[src/rtl/keypad_pkg.sv]
// Shared keypad types and constants: column reset pattern, event payload, default 4x4 ASCII layout.
package keypad_pkg;

    localparam int unsigned KEY_CODE_MAX_W = 8;

    // Column 0 driven out of reset; truncated to the column count by users.
    localparam logic [31:0] COL_RESET = 32'h0000_0001;

    typedef struct packed {
        logic                      press;
        logic [KEY_CODE_MAX_W-1:0] code;
    } key_event_t;

    // Code = col*4 + row for the standard 1-2-3-A / 4-5-6-B / 7-8-9-C / *-0-#-D layout.
    localparam logic [15:0][7:0] ASCII_MAP_4X4 = {
        8'h44, 8'h43, 8'h42, 8'h41,
        8'h23, 8'h39, 8'h36, 8'h33,
        8'h30, 8'h38, 8'h35, 8'h32,
        8'h2A, 8'h37, 8'h34, 8'h31
    };

    function automatic int unsigned clog2_min1(input int unsigned n);
        return (n < 2) ? 1 : $clog2(n);
    endfunction

endpackage

[src/rtl/keypad_scanner_if.sv]
// Key-event stream: valid/ready handshake carrying a key code and press/release flag.
interface keypad_scanner_if #(
    parameter int unsigned CODE_W = 4
);
    logic              ev_valid;
    logic              ev_ready;
    logic [CODE_W-1:0] ev_code;
    logic              ev_press;

    modport master (output ev_valid, ev_code, ev_press, input ev_ready);
    modport slave  (input ev_valid, ev_code, ev_press, output ev_ready);
endinterface

[src/rtl/keypad_event_fifo.sv]
// Synchronous event FIFO with registered head, valid/ready pop, and push accepted when full
// only if the head is popped in the same cycle.
module keypad_event_fifo
    import keypad_pkg::*;
#(
    parameter int unsigned WIDTH = 5,
    parameter int unsigned DEPTH = 4
) (
    input  logic             clk,
    input  logic             rst,
    input  logic             push_i,
    input  logic [WIDTH-1:0] wdata_i,
    output logic             drop_c,
    output logic             rvalid_o,
    output logic [WIDTH-1:0] rdata_o,
    input  logic             rready_i
);
    localparam int unsigned PTR_W = clog2_min1(DEPTH);
    localparam int unsigned CNT_W = $clog2(DEPTH) + 1;

    logic [WIDTH-1:0] mem_q [DEPTH];
    logic [PTR_W-1:0] wptr_q, rptr_q, rptr_d;
    logic [CNT_W-1:0] count_q, count_d, remain_c;
    logic             valid_q;
    logic [WIDTH-1:0] rdata_q, rdata_d;
    logic             full_c, do_pop_c, do_push_c;

    assign full_c    = (count_q == CNT_W'(DEPTH));
    assign do_pop_c  = valid_q & rready_i;
    assign do_push_c = push_i & (~full_c | do_pop_c);
    assign drop_c    = push_i & full_c & ~do_pop_c;
    assign rvalid_o  = valid_q;
    assign rdata_o   = rdata_q;

    // Head register follows the oldest entry; holds its last value once the FIFO drains.
    always_comb begin
        remain_c = count_q - CNT_W'(do_pop_c);
        count_d  = remain_c + CNT_W'(do_push_c);
        rptr_d   = rptr_q + PTR_W'(do_pop_c);
        rdata_d  = rdata_q;
        if (remain_c != '0) begin
            rdata_d = mem_q[rptr_d];
        end else if (do_push_c) begin
            rdata_d = wdata_i;
        end
    end

    always_ff @(posedge clk or posedge rst) begin
        if (rst) begin
            wptr_q  <= '0;
            rptr_q  <= '0;
            count_q <= '0;
            valid_q <= 1'b0;
            rdata_q <= '0;
        end else begin
            wptr_q  <= wptr_q + PTR_W'(do_push_c);
            rptr_q  <= rptr_d;
            count_q <= count_d;
            valid_q <= (count_d != '0);
            rdata_q <= rdata_d;
        end
    end

    always_ff @(posedge clk) begin
        if (do_push_c) begin
            mem_q[wptr_q] <= wdata_i;
        end
    end

endmodule

[src/rtl/keypad_scanner.sv]
// ROWS x COLS keypad scanner with per-key debounce, n-key rollover and an event FIFO.
// Define KEYPAD_SCANNER_RELEASE_EN to also queue release events.
module keypad_scanner
    import keypad_pkg::*;
#(
    parameter int unsigned ROWS       = 4,
    parameter int unsigned COLS       = 4,
    parameter int unsigned SCAN_DIV   = 16,
    parameter int unsigned DEBOUNCE   = 3,
    parameter int unsigned FIFO_DEPTH = 4
) (
    input  logic            clk,
    input  logic            rst,
    output logic [COLS-1:0] cols_o,
    input  logic [ROWS-1:0] rows_i,
    output logic            key_down_o,
    output logic            overflow_o,
    input  logic            ovf_clr_i,
    keypad_scanner_if.master ev
);
    localparam int unsigned NKEYS      = ROWS * COLS;
    localparam int unsigned CODE_W     = clog2_min1(NKEYS);
    localparam int unsigned PH_W       = clog2_min1(SCAN_DIV);
    localparam int unsigned CI_W       = clog2_min1(COLS);
    localparam int unsigned RW_W       = clog2_min1(ROWS);
    localparam int unsigned CNT_W      = clog2_min1(DEBOUNCE);
    localparam int unsigned EVAL_START = SCAN_DIV - ROWS;
    localparam int unsigned SAMPLE_PH  = SCAN_DIV - ROWS - 1;

`ifdef KEYPAD_SCANNER_RELEASE_EN
    localparam logic RELEASE_EN = 1'b1;
`else
    localparam logic RELEASE_EN = 1'b0;
`endif

    logic [PH_W-1:0]   phase_q;
    logic [CI_W-1:0]   col_idx_q;
    logic [COLS-1:0]   cols_q;
    logic [ROWS-1:0]   sync1_q, sync2_q, sample_q;
    logic [NKEYS-1:0]  state_q, state_d;
    logic [CNT_W-1:0]  cnt_q [NKEYS];
    logic [CNT_W-1:0]  cnt_d [NKEYS];
    logic              push_q, push_d;
    logic              pend_press_q, pend_press_d;
    logic [CODE_W-1:0] pend_code_q, pend_code_d;
    logic              key_down_q, overflow_q;
    logic              eval_c, drop_c;
    logic [RW_W-1:0]   row_c;
    logic [CODE_W-1:0] key_c;
    logic [CODE_W:0]   fifo_rdata_c;

    assign cols_o     = cols_q;
    assign key_down_o = key_down_q;
    assign overflow_o = overflow_q;

    // Column dwell counter, one-hot column rotation and row synchroniser/sampler.
    always_ff @(posedge clk or posedge rst) begin
        if (rst) begin
            phase_q   <= '0;
            col_idx_q <= '0;
            cols_q    <= COLS'(COL_RESET);
            sync1_q   <= '0;
            sync2_q   <= '0;
            sample_q  <= '0;
        end else begin
            sync1_q <= rows_i;
            sync2_q <= sync1_q;
            if (phase_q == PH_W'(SAMPLE_PH)) begin
                sample_q <= sync2_q;
            end
            if (phase_q == PH_W'(SCAN_DIV - 1)) begin
                phase_q   <= '0;
                cols_q    <= (cols_q << 1) | (cols_q >> (COLS - 1));
                col_idx_q <= (col_idx_q == CI_W'(COLS - 1)) ? '0 : col_idx_q + 1'b1;
            end else begin
                phase_q <= phase_q + 1'b1;
            end
        end
    end

    assign eval_c = (phase_q >= PH_W'(EVAL_START));
    assign row_c  = RW_W'(phase_q - PH_W'(EVAL_START));
    assign key_c  = CODE_W'(32'(col_idx_q) * ROWS + 32'(row_c));

    // One key judged per evaluation phase, so at most one flip/event per clock.
    always_comb begin
        state_d      = state_q;
        cnt_d        = cnt_q;
        push_d       = 1'b0;
        pend_press_d = pend_press_q;
        pend_code_d  = pend_code_q;
        if (eval_c) begin
            if (sample_q[row_c] == state_q[key_c]) begin
                cnt_d[key_c] = '0;
            end else if (cnt_q[key_c] == CNT_W'(DEBOUNCE - 1)) begin
                cnt_d[key_c]   = '0;
                state_d[key_c] = sample_q[row_c];
                push_d         = sample_q[row_c] | RELEASE_EN;
                pend_press_d   = sample_q[row_c];
                pend_code_d    = key_c;
            end else begin
                cnt_d[key_c] = cnt_q[key_c] + 1'b1;
            end
        end
    end

    always_ff @(posedge clk or posedge rst) begin
        if (rst) begin
            state_q      <= '0;
            for (int k = 0; k < int'(NKEYS); k++) begin
                cnt_q[k] <= '0;
            end
            push_q       <= 1'b0;
            pend_press_q <= 1'b0;
            pend_code_q  <= '0;
            key_down_q   <= 1'b0;
            overflow_q   <= 1'b0;
        end else begin
            state_q      <= state_d;
            cnt_q        <= cnt_d;
            push_q       <= push_d;
            pend_press_q <= pend_press_d;
            pend_code_q  <= pend_code_d;
            key_down_q   <= |state_q;
            overflow_q   <= drop_c | (overflow_q & ~ovf_clr_i);
        end
    end

    keypad_event_fifo #(
        .WIDTH (CODE_W + 1),
        .DEPTH (FIFO_DEPTH)
    ) u_fifo (
        .clk      (clk),
        .rst      (rst),
        .push_i   (push_q),
        .wdata_i  ({pend_press_q, pend_code_q}),
        .drop_c   (drop_c),
        .rvalid_o (ev.ev_valid),
        .rdata_o  (fifo_rdata_c),
        .rready_i (ev.ev_ready)
    );

    assign ev.ev_code  = fifo_rdata_c[CODE_W-1:0];
    // Press-only builds report every event as a press.
    assign ev.ev_press = fifo_rdata_c[CODE_W] | ~RELEASE_EN;

endmodule

[src/flat_wrapper.sv]
// flat-port wrapper written by rule: the top's interface ports become plain ports
module keypad_scanner_flat import keypad_pkg::*;
#(
    parameter int unsigned ROWS       = 4,
    parameter int unsigned COLS       = 4,
    parameter int unsigned SCAN_DIV   = 16,
    parameter int unsigned DEBOUNCE   = 3,
    parameter int unsigned FIFO_DEPTH = 4
)
  (clk, rst, cols_o, rows_i, key_down_o, overflow_o, ovf_clr_i, ev_ev_valid, ev_ev_code, ev_ev_press, ev_ev_ready);
  keypad_scanner_if #(.CODE_W(4)) ev_i ();
  input  logic clk;
  input  logic rst;
  output logic [COLS-1:0] cols_o;
  input  logic [ROWS-1:0] rows_i;
  output logic key_down_o;
  output logic overflow_o;
  input  logic ovf_clr_i;
  output wire logic [$bits(ev_i.ev_valid)-1:0] ev_ev_valid;
  output wire logic [$bits(ev_i.ev_code)-1:0] ev_ev_code;
  output wire logic [$bits(ev_i.ev_press)-1:0] ev_ev_press;
  input wire logic [$bits(ev_i.ev_ready)-1:0] ev_ev_ready;
  assign ev_ev_valid = ev_i.ev_valid;
  assign ev_ev_code = ev_i.ev_code;
  assign ev_ev_press = ev_i.ev_press;
  assign ev_i.ev_ready = ev_ev_ready;
  keypad_scanner #(.ROWS(ROWS), .COLS(COLS), .SCAN_DIV(SCAN_DIV), .DEBOUNCE(DEBOUNCE), .FIFO_DEPTH(FIFO_DEPTH)) u_core (.clk(clk), .rst(rst), .cols_o(cols_o), .rows_i(rows_i), .key_down_o(key_down_o), .overflow_o(overflow_o), .ovf_clr_i(ovf_clr_i), .ev(ev_i));
endmodule
[config.mk]
export PLATFORM = sky130hd
export DESIGN_NAME = keypad_scanner_flat
export DESIGN_NICKNAME = d
export VERILOG_FILES = /design/src/rtl/keypad_pkg.sv /design/src/rtl/keypad_scanner_if.sv /design/src/rtl/keypad_event_fifo.sv /design/src/rtl/keypad_scanner.sv /design/src/flat_wrapper.sv
export SDC_FILE = /design/constraint.sdc
export NUM_CORES = 1
export LEC_CHECK = 0
export CAP_MARGIN = 20
export CORE_ASPECT_RATIO = 0.9
export CORE_UTILIZATION = 60
export CTS_BUF_LIST = sky130_fd_sc_hd__clkbuf_8
export DETAILED_ROUTE_END_ITERATION = 6
export GPL_ROUTABILITY_DRIVEN = 1
export GPL_TIMING_DRIVEN = 0
export PLACE_DENSITY = 0.76
export SLEW_MARGIN = 20
export SYNTH_ARGS = -nofsm -noshare
export SYNTH_HDL_FRONTEND = slang
export SYNTH_HIERARCHICAL = 1
export SYNTH_SLANG_ARGS = --single-unit
[constraint.sdc]
create_clock -name clk -period 4.1 [get_ports clk]
set_clock_uncertainty 0.2 [all_clocks]
set_input_delay 0.82 -clock clk [delete_from_list [all_inputs] [get_ports clk]]
set_output_delay 0.82 -clock clk [all_outputs]
set_load 0.02 [all_outputs]
==> results.yml, run 1 <==
placed_design:
  place_hpwl_um: 7561
  gp_routability_congestion: 0.8868
  dp_worst_setup_slack_ps: 286.2
  portBuffers: 18
  placedCellCount: 552
floorplanning:
  dieHeight_um: 88.93
  num_io_pins: 20
  fp.coreArea_um2: 8107
  die_x_um: 98.59
  start_util_pct: 62.14
  fp-row-count: 31
  floorplan.die_area_um2: 8767
finish:
  finish.net_count: 488
  num-fill-cells: 597
  syn_to_final_growth_pct: 11.30
  insertedDiodeCount: 0
  finish.utilization_pct: 69.16
  post_route_cells_drive_above_1_share_pct: 14.50
  final-instance-count-excl-fill: 568
clocking:
  cts_root_buf: "sky130_fd_sc_hd__clkbuf_8"
  cts.reportedPaths.clkPinSlew_ps: 90
  cts-buffers-inserted: 9
  clk_latency_worst_skew_pair_ps: 370
  cts.sinks: 105
  ctsHtreeMaxLevel: 3
  quantity_of_hold_fixing_buffers_added_after_cts: 0
  cts-root-to-sink-buffers: 2
  post_cts_buffers: 0
  number_of_gates_resized_after_cts: 0
  tritoncts: "yes"
timing:
  final-hold-violation-count: 0
  tightest_slew_ps: 650.5
  totalNegativeSetupSlack_ps: 0
  slew_violations: 0
  finalCriticalPeriod_ps: 3845
  fin_ws_ps: 254.7
  rsz_0062_raised_after_global_routing: "no"
  timing.hold.ws_ps: 156.1
  fmax_mhz: 260.1
  final_setup_vio_count: 0
  min_period_over_period_pct: 93.79
  slew_headroom_pct: 56.63
setup_path:
  crit_path_start_kind: "flop"
  critPathCapture: "u_core/state_q[4]"
  worst-setup-path-type: "flop to flop"
  required_ps: 4150
  worstReg2RegEnd: "u_core/state_q[4]"
  rr_worst_depth: 12
  endpoint_type_of_the_worst_setup_path: "flop"
  cp-startpoint: "u_core/phase_q[0]"
  critical_path.max_fanout: 10
  reg2reg_from: "u_core/phase_q[0]"
  rrSetupSlack_ps: 250
  critPathArrivalTime_ps: 3890
synthesis:
  netlist_instances: 434
  syn_avg_cell_area_um2: 11.61
  synth_area_um2: 5037
  mappedNetlistNets: 458
  synth.yosys.warnings: 6
min_path:
  min_path_cells: 0
  holdCritPathClass: "flop to flop"
route:
  detailroute.via_count: 3515
  wire_per_inst_um: 18.74
  avgViaCountPerCell: 6.188
  detail_route.iter0.violations: 232
  postRouteAntennaNets: 0
  drt_drc_violations_left: 0
  drt_pre_antenna_iters: 4
  totalWireLength_um: 10650
global_routing:
  number_of_global_route_vias_before_repair: 3463
  number_of_antenna_violations_at_the_first_check_in_global_routing: 0
  grt_max_degree: 58
  global_route_wire_length_before_repair_um: 17670
  grtUsageTotal_pct: 27.02
  grt_overflow_total: 0
pwr:
  power.clock.fraction_pct: 34.3
  power.density_nw_per_um2: 384.6
  cellInternalPower_mw: 1.649
  pwr-share-comb_pct: 13.2
  vdd_ir_drop_max_uv: 272.1
  seqPwrFrac_pct: 52.5
  switching_share_pct: 23.54
  p_switching_uw: 507.7
  static-leakage-power_nw: 2.540
flow_run:
  maxCapViolCount: 0
status:
  outcome: "complete, no violations"
worst max-delay path, cell delays in order, from the launching register on:
cell and delay [ps]:
sky130_fd_sc_hd__dfrtp_1 410, sky130_fd_sc_hd__buf_6 170, sky130_fd_sc_hd__buf_2 300, sky130_fd_sc_hd__mux4_2 560, sky130_fd_sc_hd__mux4_2 500, sky130_fd_sc_hd__ha_1 260, sky130_fd_sc_hd__and3_1 200, sky130_fd_sc_hd__clkbuf_1 160
sky130_fd_sc_hd__and2_1 190, sky130_fd_sc_hd__clkbuf_1 180, sky130_fd_sc_hd__clkbuf_1 270, sky130_fd_sc_hd__a31oi_1 210, sky130_fd_sc_hd__o21ai_0 100
placed cells by master, fill, tap and decap left out, types with 7 or more instances in the layout:
cell / count
sky130_fd_sc_hd__dfrtp_1: 88
sky130_fd_sc_hd__nand2_1: 63
sky130_fd_sc_hd__o22ai_1: 32
sky130_fd_sc_hd__o21ai_0: 32
sky130_fd_sc_hd__clkdlybuf4s50_1: 18
sky130_fd_sc_hd__a31oi_1: 17
sky130_fd_sc_hd__clkbuf_1: 16
sky130_fd_sc_hd__ha_1: 16
sky130_fd_sc_hd__edfxtp_1: 16
sky130_fd_sc_hd__nand3_1: 15
sky130_fd_sc_hd__inv_1: 13
sky130_fd_sc_hd__mux4_2: 12
sky130_fd_sc_hd__mux2i_1: 11
sky130_fd_sc_hd__mux2_2: 11
sky130_fd_sc_hd__clkbuf_8: 10
sky130_fd_sc_hd__buf_2: 7
sky130_fd_sc_hd__nor2_1: 7
sky130_fd_sc_hd__and3_1: 7
sky130_fd_sc_hd__a21oi_1: 7
layout make-up:
cell class	instances	area [um2]	share of cell area (%)
Sequential cell	105	2709	48.32
Clock inverter	7	111.4	1.986
Inverter	14	55.05	0.9819
Multi-Input combinational cell	284	2103	37.51
Tap cell	99	123.9	2.209
Buffer	31	172.7	3.080
Clock buffer	9	123.9	2.209
Timing Repair Buffer	19	207.7	3.705
registers in the layout, indices dropped and copies added, names as in the netlist:
name,cells
u_core/u_fifo/rptr_q,2
u_core/cnt_q,32
u_core/u_fifo/mem_q,16
u_core/key_down_o,1
u_core/u_fifo/count_q,3
u_core/u_fifo/wptr_q,2
u_core/pend_code_q,4
u_core/state_q,16
u_core/phase_q,4
u_core/cols_o,4
u_core/overflow_o,1
u_core/col_idx_q,2
u_core/sync1_q,4
u_core/u_fifo/rdata_o,4
u_core/sample_q,4
u_core/push_q,1
u_core/sync2_q,4
u_core/u_fifo/rvalid_o,1
metal layers:
layer / up-vias / GRT usage, % / wire [um]
li1: 1646 / - / -
met1: 1721 / 35.86 / 4722
met2: 130 / 44.62 / 5076
met3: 18 / 5.473 / 647
met4: 0 / 11.13 / 199
met5: - / 0 / 0
how the worst min path moves through the flow:
stage | start | end | slack (ps)
5_1_grt | u_core/sync1_q[2] | u_core/sync2_q[2] | 160
2_1_floorplan | u_core/sync1_q[0] | u_core/sync2_q[0] | 130
6_report | u_core/sync1_q[1] | u_core/sync2_q[1] | 160
3_3_place_gp | u_core/sync1_q[1] | u_core/sync2_q[1] | 130
4_1_cts | u_core/sync1_q[2] | u_core/sync2_q[2] | 160
3_5_place_dp | u_core/sync1_q[1] | u_core/sync2_q[1] | 130
power by group through the flow:
stage | Sequential [mW] | Combinational [mW] | Clock [mW]
after CTS | 1.13 | 0.288 | 0.760
after global routing | 1.14 | 0.321 | 0.790
after floorplan | 1.16 | 0.202 | 0
final | 1.13 | 0.286 | 0.739
after detailed placement | 1.15 | 0.286 | 0
after global placement | 1.15 | 0.274 | 0
stage by stage:
stage,total power [mW],instance area (um2)
2_1_floorplan,1.362,5037
3_3_place_gp,1.425,5341
3_5_place_dp,1.439,5371
4_1_cts,2.179,5607
5_1_grt,2.251,5607
6_report,2.156,5607
(Power assumes the default switching activity.)
==> inputs of run 2 (changes only) <==
--- a/config.mk
+++ b/config.mk
@@ -5,8 +5,8 @@
 export SDC_FILE = /design/constraint.sdc
 export NUM_CORES = 1
 export LEC_CHECK = 0
-export CAP_MARGIN = 20
-export CORE_ASPECT_RATIO = 0.9
+export CAP_MARGIN = 15
+export CORE_ASPECT_RATIO = 1.1
 export CORE_UTILIZATION = 60
 export CTS_BUF_LIST = sky130_fd_sc_hd__clkbuf_8
 export DETAILED_ROUTE_END_ITERATION = 6
@@ -16,5 +16,4 @@
 export SLEW_MARGIN = 20
 export SYNTH_ARGS = -nofsm -noshare
 export SYNTH_HDL_FRONTEND = slang
-export SYNTH_HIERARCHICAL = 1
 export SYNTH_SLANG_ARGS = --single-unit
==> run 2 against run 1 <==
- combinational power down 9.4%
- sequential share of layout area up 3.5 points
- wire length down 14%
- sequential power about the same
- critical path depth down 4
==> results.yml, run 2 <==
setup_path:
  required_ps: 4150
  critical_path.max_fanout: 10
  critical_path.cell_chain: "buf_6 > buf_2 > mux4_2 > mux4_2 > ha_1 > nor3_1 > buf_2 > o22ai_1"
  cp-startpoint: "u_core.phase_q[1]"
  endpoint_type_of_the_worst_setup_path: "flop"
  worst-setup-path-type: "flop to flop"
  crit_path_max_incr_delay_ps: 540
  crit_path_start_kind: "flop"
  critical-path-slowest-cell: "sky130_fd_sc_hd__mux4_2"
  reg2reg_from: "u_core.phase_q[1]"
  critPathArrivalTime_ps: 3380
min_path:
  holdCritPathClass: "flop to flop"
  hold_path_startpoint: "u_core.sync1_q[3]"
synthesis:
  ys_dominant_reg_cell: "sky130_fd_sc_hd__dfrtp_1"
  post-synth-top-area-fraction_pct: 47.17
  synth.yosys.warnings: 0
  ys_top_cells_by_count: "sky130_fd_sc_hd__dfrtp_1, sky130_fd_sc_hd__nand2_1, sky130_fd_sc_hd__o21ai_0"
  async_reset_ff_share_pct: 84.76
  syn_avg_cell_area_um2: 12.28
  synth.lib_cells_used.distinct: 37
  sequential_to_total_area_share_from_yosys_stat_pct: 58.03
  flops_latches_synth: 105
  synth_area_um2: 4668
  netlist_instances: 380
  synth_area_leader_cell: "sky130_fd_sc_hd__dfrtp_1"
  mappedNetlistNets: 404
  number_of_synthesized_flops_with_an_enable_pin: 16
  synth_most_common_cell: "sky130_fd_sc_hd__dfrtp_1"
  synth_area_leaders: "sky130_fd_sc_hd__dfrtp_1, sky130_fd_sc_hd__edfxtp_1, sky130_fd_sc_hd__mux4_2"
timing:
  fmax_mhz: 300.8
  min_period_over_period_pct: 81.09
  finalCriticalPeriod_ps: 3325
  fin_ws_ps: 775.2
  slew_headroom_pct: 57.69
  final-hold-violation-count: 0
  slew_violations: 0
  final_setup_vio_count: 0
  tightest_slew_ps: 633.2
  rsz_0062_raised_after_global_routing: "no"
placed_design:
  dp_worst_setup_slack_ps: 817.8
  gp_routability_congestion: 0.8712
  placedCellCount: 504
  place_hpwl_um: 6322
  portBuffers: 18
finish:
  post_route_cells_drive_above_1_share_pct: 15.42
  finish.utilization_pct: 69.63
  final-instance-count-excl-fill: 520
  largest_register_ff_count: 32
  most_frequent_cells_in_the_layout: "sky130_fd_sc_hd__dfrtp_1, sky130_fd_sc_hd__nand2_1, sky130_fd_sc_hd__o21ai_0, sky130_fd_sc_hd__o22ai_1"
  num-fill-cells: 570
  multi_input_comb_area_um2: 1767
  most_common_library_cell_in_the_layout_ignoring_fill_and_taps: "sky130_fd_sc_hd__dfrtp_1"
  insertedDiodeCount: 0
  final-seq-area_um2: 2709
  reg_top3: "u_core.cnt_q (32), u_core.state_q (16), u_core.u_fifo.mem_q (16)"
  syn_to_final_growth_pct: 12.09
  finish.net_count: 434
  reg_with_most_ffs: "u_core.cnt_q"
floorplanning:
  fp.coreArea_um2: 7515
  num_io_pins: 20
  floorplan.die_area_um2: 8137
  dieHeight_um: 94.51
  start_util_pct: 62.12
  fp-row-count: 33
  die_x_um: 86.10
pwr:
  seqPwrFrac_pct: 54.6
  cellInternalPower_mw: 1.523
  power.density_nw_per_um2: 396.2
  pwr-share-comb_pct: 12.5
  p_switching_uw: 549.5
  power.clock.fraction_pct: 32.9
  switching_share_pct: 26.51
  static-leakage-power_nw: 2.300
  vdd_ir_drop_max_uv: 258.7
clocking:
  ctsHtreeMaxLevel: 3
  post_cts_buffers: 0
  tritoncts: "yes"
  clk_latency_worst_skew_pair_ps: 380
  cts-buffers-inserted: 9
  cts_root_buf: "sky130_fd_sc_hd__clkbuf_8"
  cts.reportedPaths.clkPinSlew_ps: 100
  cts-root-to-sink-buffers: 2
  quantity_of_hold_fixing_buffers_added_after_cts: 0
  number_of_gates_resized_after_cts: 0
  cts.sinks: 105
route:
  drt_pre_antenna_iters: 5
  detail_route.iter0.violations: 193
  wire_per_inst_um: 17.55
  totalWireLength_um: 9126
  avgViaCountPerCell: 5.954
  drt_drc_violations_left: 0
  detailroute.via_count: 3096
  postRouteAntennaNets: 0
global_routing:
  number_of_global_route_vias_before_repair: 3043
  number_of_antenna_violations_at_the_first_check_in_global_routing: 0
  grt_max_degree: 54
  global_route_wire_length_before_repair_um: 15260
  grt_overflow_total: 0
  grtUsageTotal_pct: 25.07
flow_run:
  maxCapViolCount: 0
status:
  outcome: "complete, no violations"
-- run 2: power groups by stage --
stage / registers [mW] / logic [mW] / clock network (mW)
after floorplan: 1.16 / 0.177 / 0
after global placement: 1.15 / 0.246 / 0
after detailed placement: 1.15 / 0.262 / 0
after CTS: 1.13 / 0.264 / 0.695
after global routing: 1.14 / 0.295 / 0.731
final: 1.13 / 0.259 / 0.682
-- run 2: metal layers --
layer	vias to the layer above	part of all wire [%]	track usage, %	wire length, um
met1	1550	43	33.78	3903
li1	1443	-	-	-
met5	-	0	0	0
met4	0	1.6	8.333	142
met3	14	4.8	4.983	442
met2	89	51	41.27	4638
-- run 2: logic make-up (layout without fill, tap and decap cells) --
kind of cell    count (synthesis)  in the layout  share of synthesized area [%]
fa+ha+maj                      16             16                          4.288
compound gates                 75             75                          9.193
simple gates                  103            103                          9.783
other cells                     1              1                        0.08033
buf+inv                        39             74                          4.127
xor+xnor                        6              6                          1.287
mux                            35             35                          13.21
flops                         105            105                          58.03
-- run 2: critical path: cells and delay by family (launching register included) --
kind / cells / cell delay [ps]
multiplexers: 2 / 1030
buffers and inverters: 3 / 800
AND/OR/NAND/NOR: 1 / 430
flip-flops: 1 / 400
adder cells (fa/ha/maj): 1 / 220
AO/OA/AOI/OAI: 1 / 110
-- run 2: cell type report --
cell class                      instances  area share (%)
Tap cell                              105           2.511
Clock buffer                            9           2.367
Multi-Input combinational cell        236           33.76
Timing Repair Buffer                   19           3.969
Sequential cell                       105           51.77
Buffer                                 25           2.678
Inverter                               14           1.052
Clock inverter                          7           1.889
-- run 2: worst paths after layout --
kind / end / slack (ps) / cells past startpoint
min: u_core.sync2_q[3] / 160 / 0
min reg2reg: u_core.sync2_q[3] / 160 / 0
max: u_core.cnt_q[10] / 780 / 8
max reg2reg: u_core.cnt_q[10] / 780 / 8
min in group asynchronous: u_core.overflow_o / 610 / 2
max in group asynchronous: u_core.phase_q[1] / 2470 / 3
-- run 2: through the flow --
| step | power [mW] | hold WS, ps | instance area, um2 | setup TNS, ps |
|---|---|---|---|---|
| global route | 2.162 | 168.8 | 5233 | 0 |
| floorplan | 1.337 | 131.2 | 4668 | 0 |
| global placement | 1.395 | 131.5 | 4980 | -46180 |
| CTS | 2.091 | 161.4 | 5233 | 0 |
| finish | 2.073 | 157.7 | 5233 | 0 |
| detailed placement | 1.415 | 136.4 | 5010 | 0 |
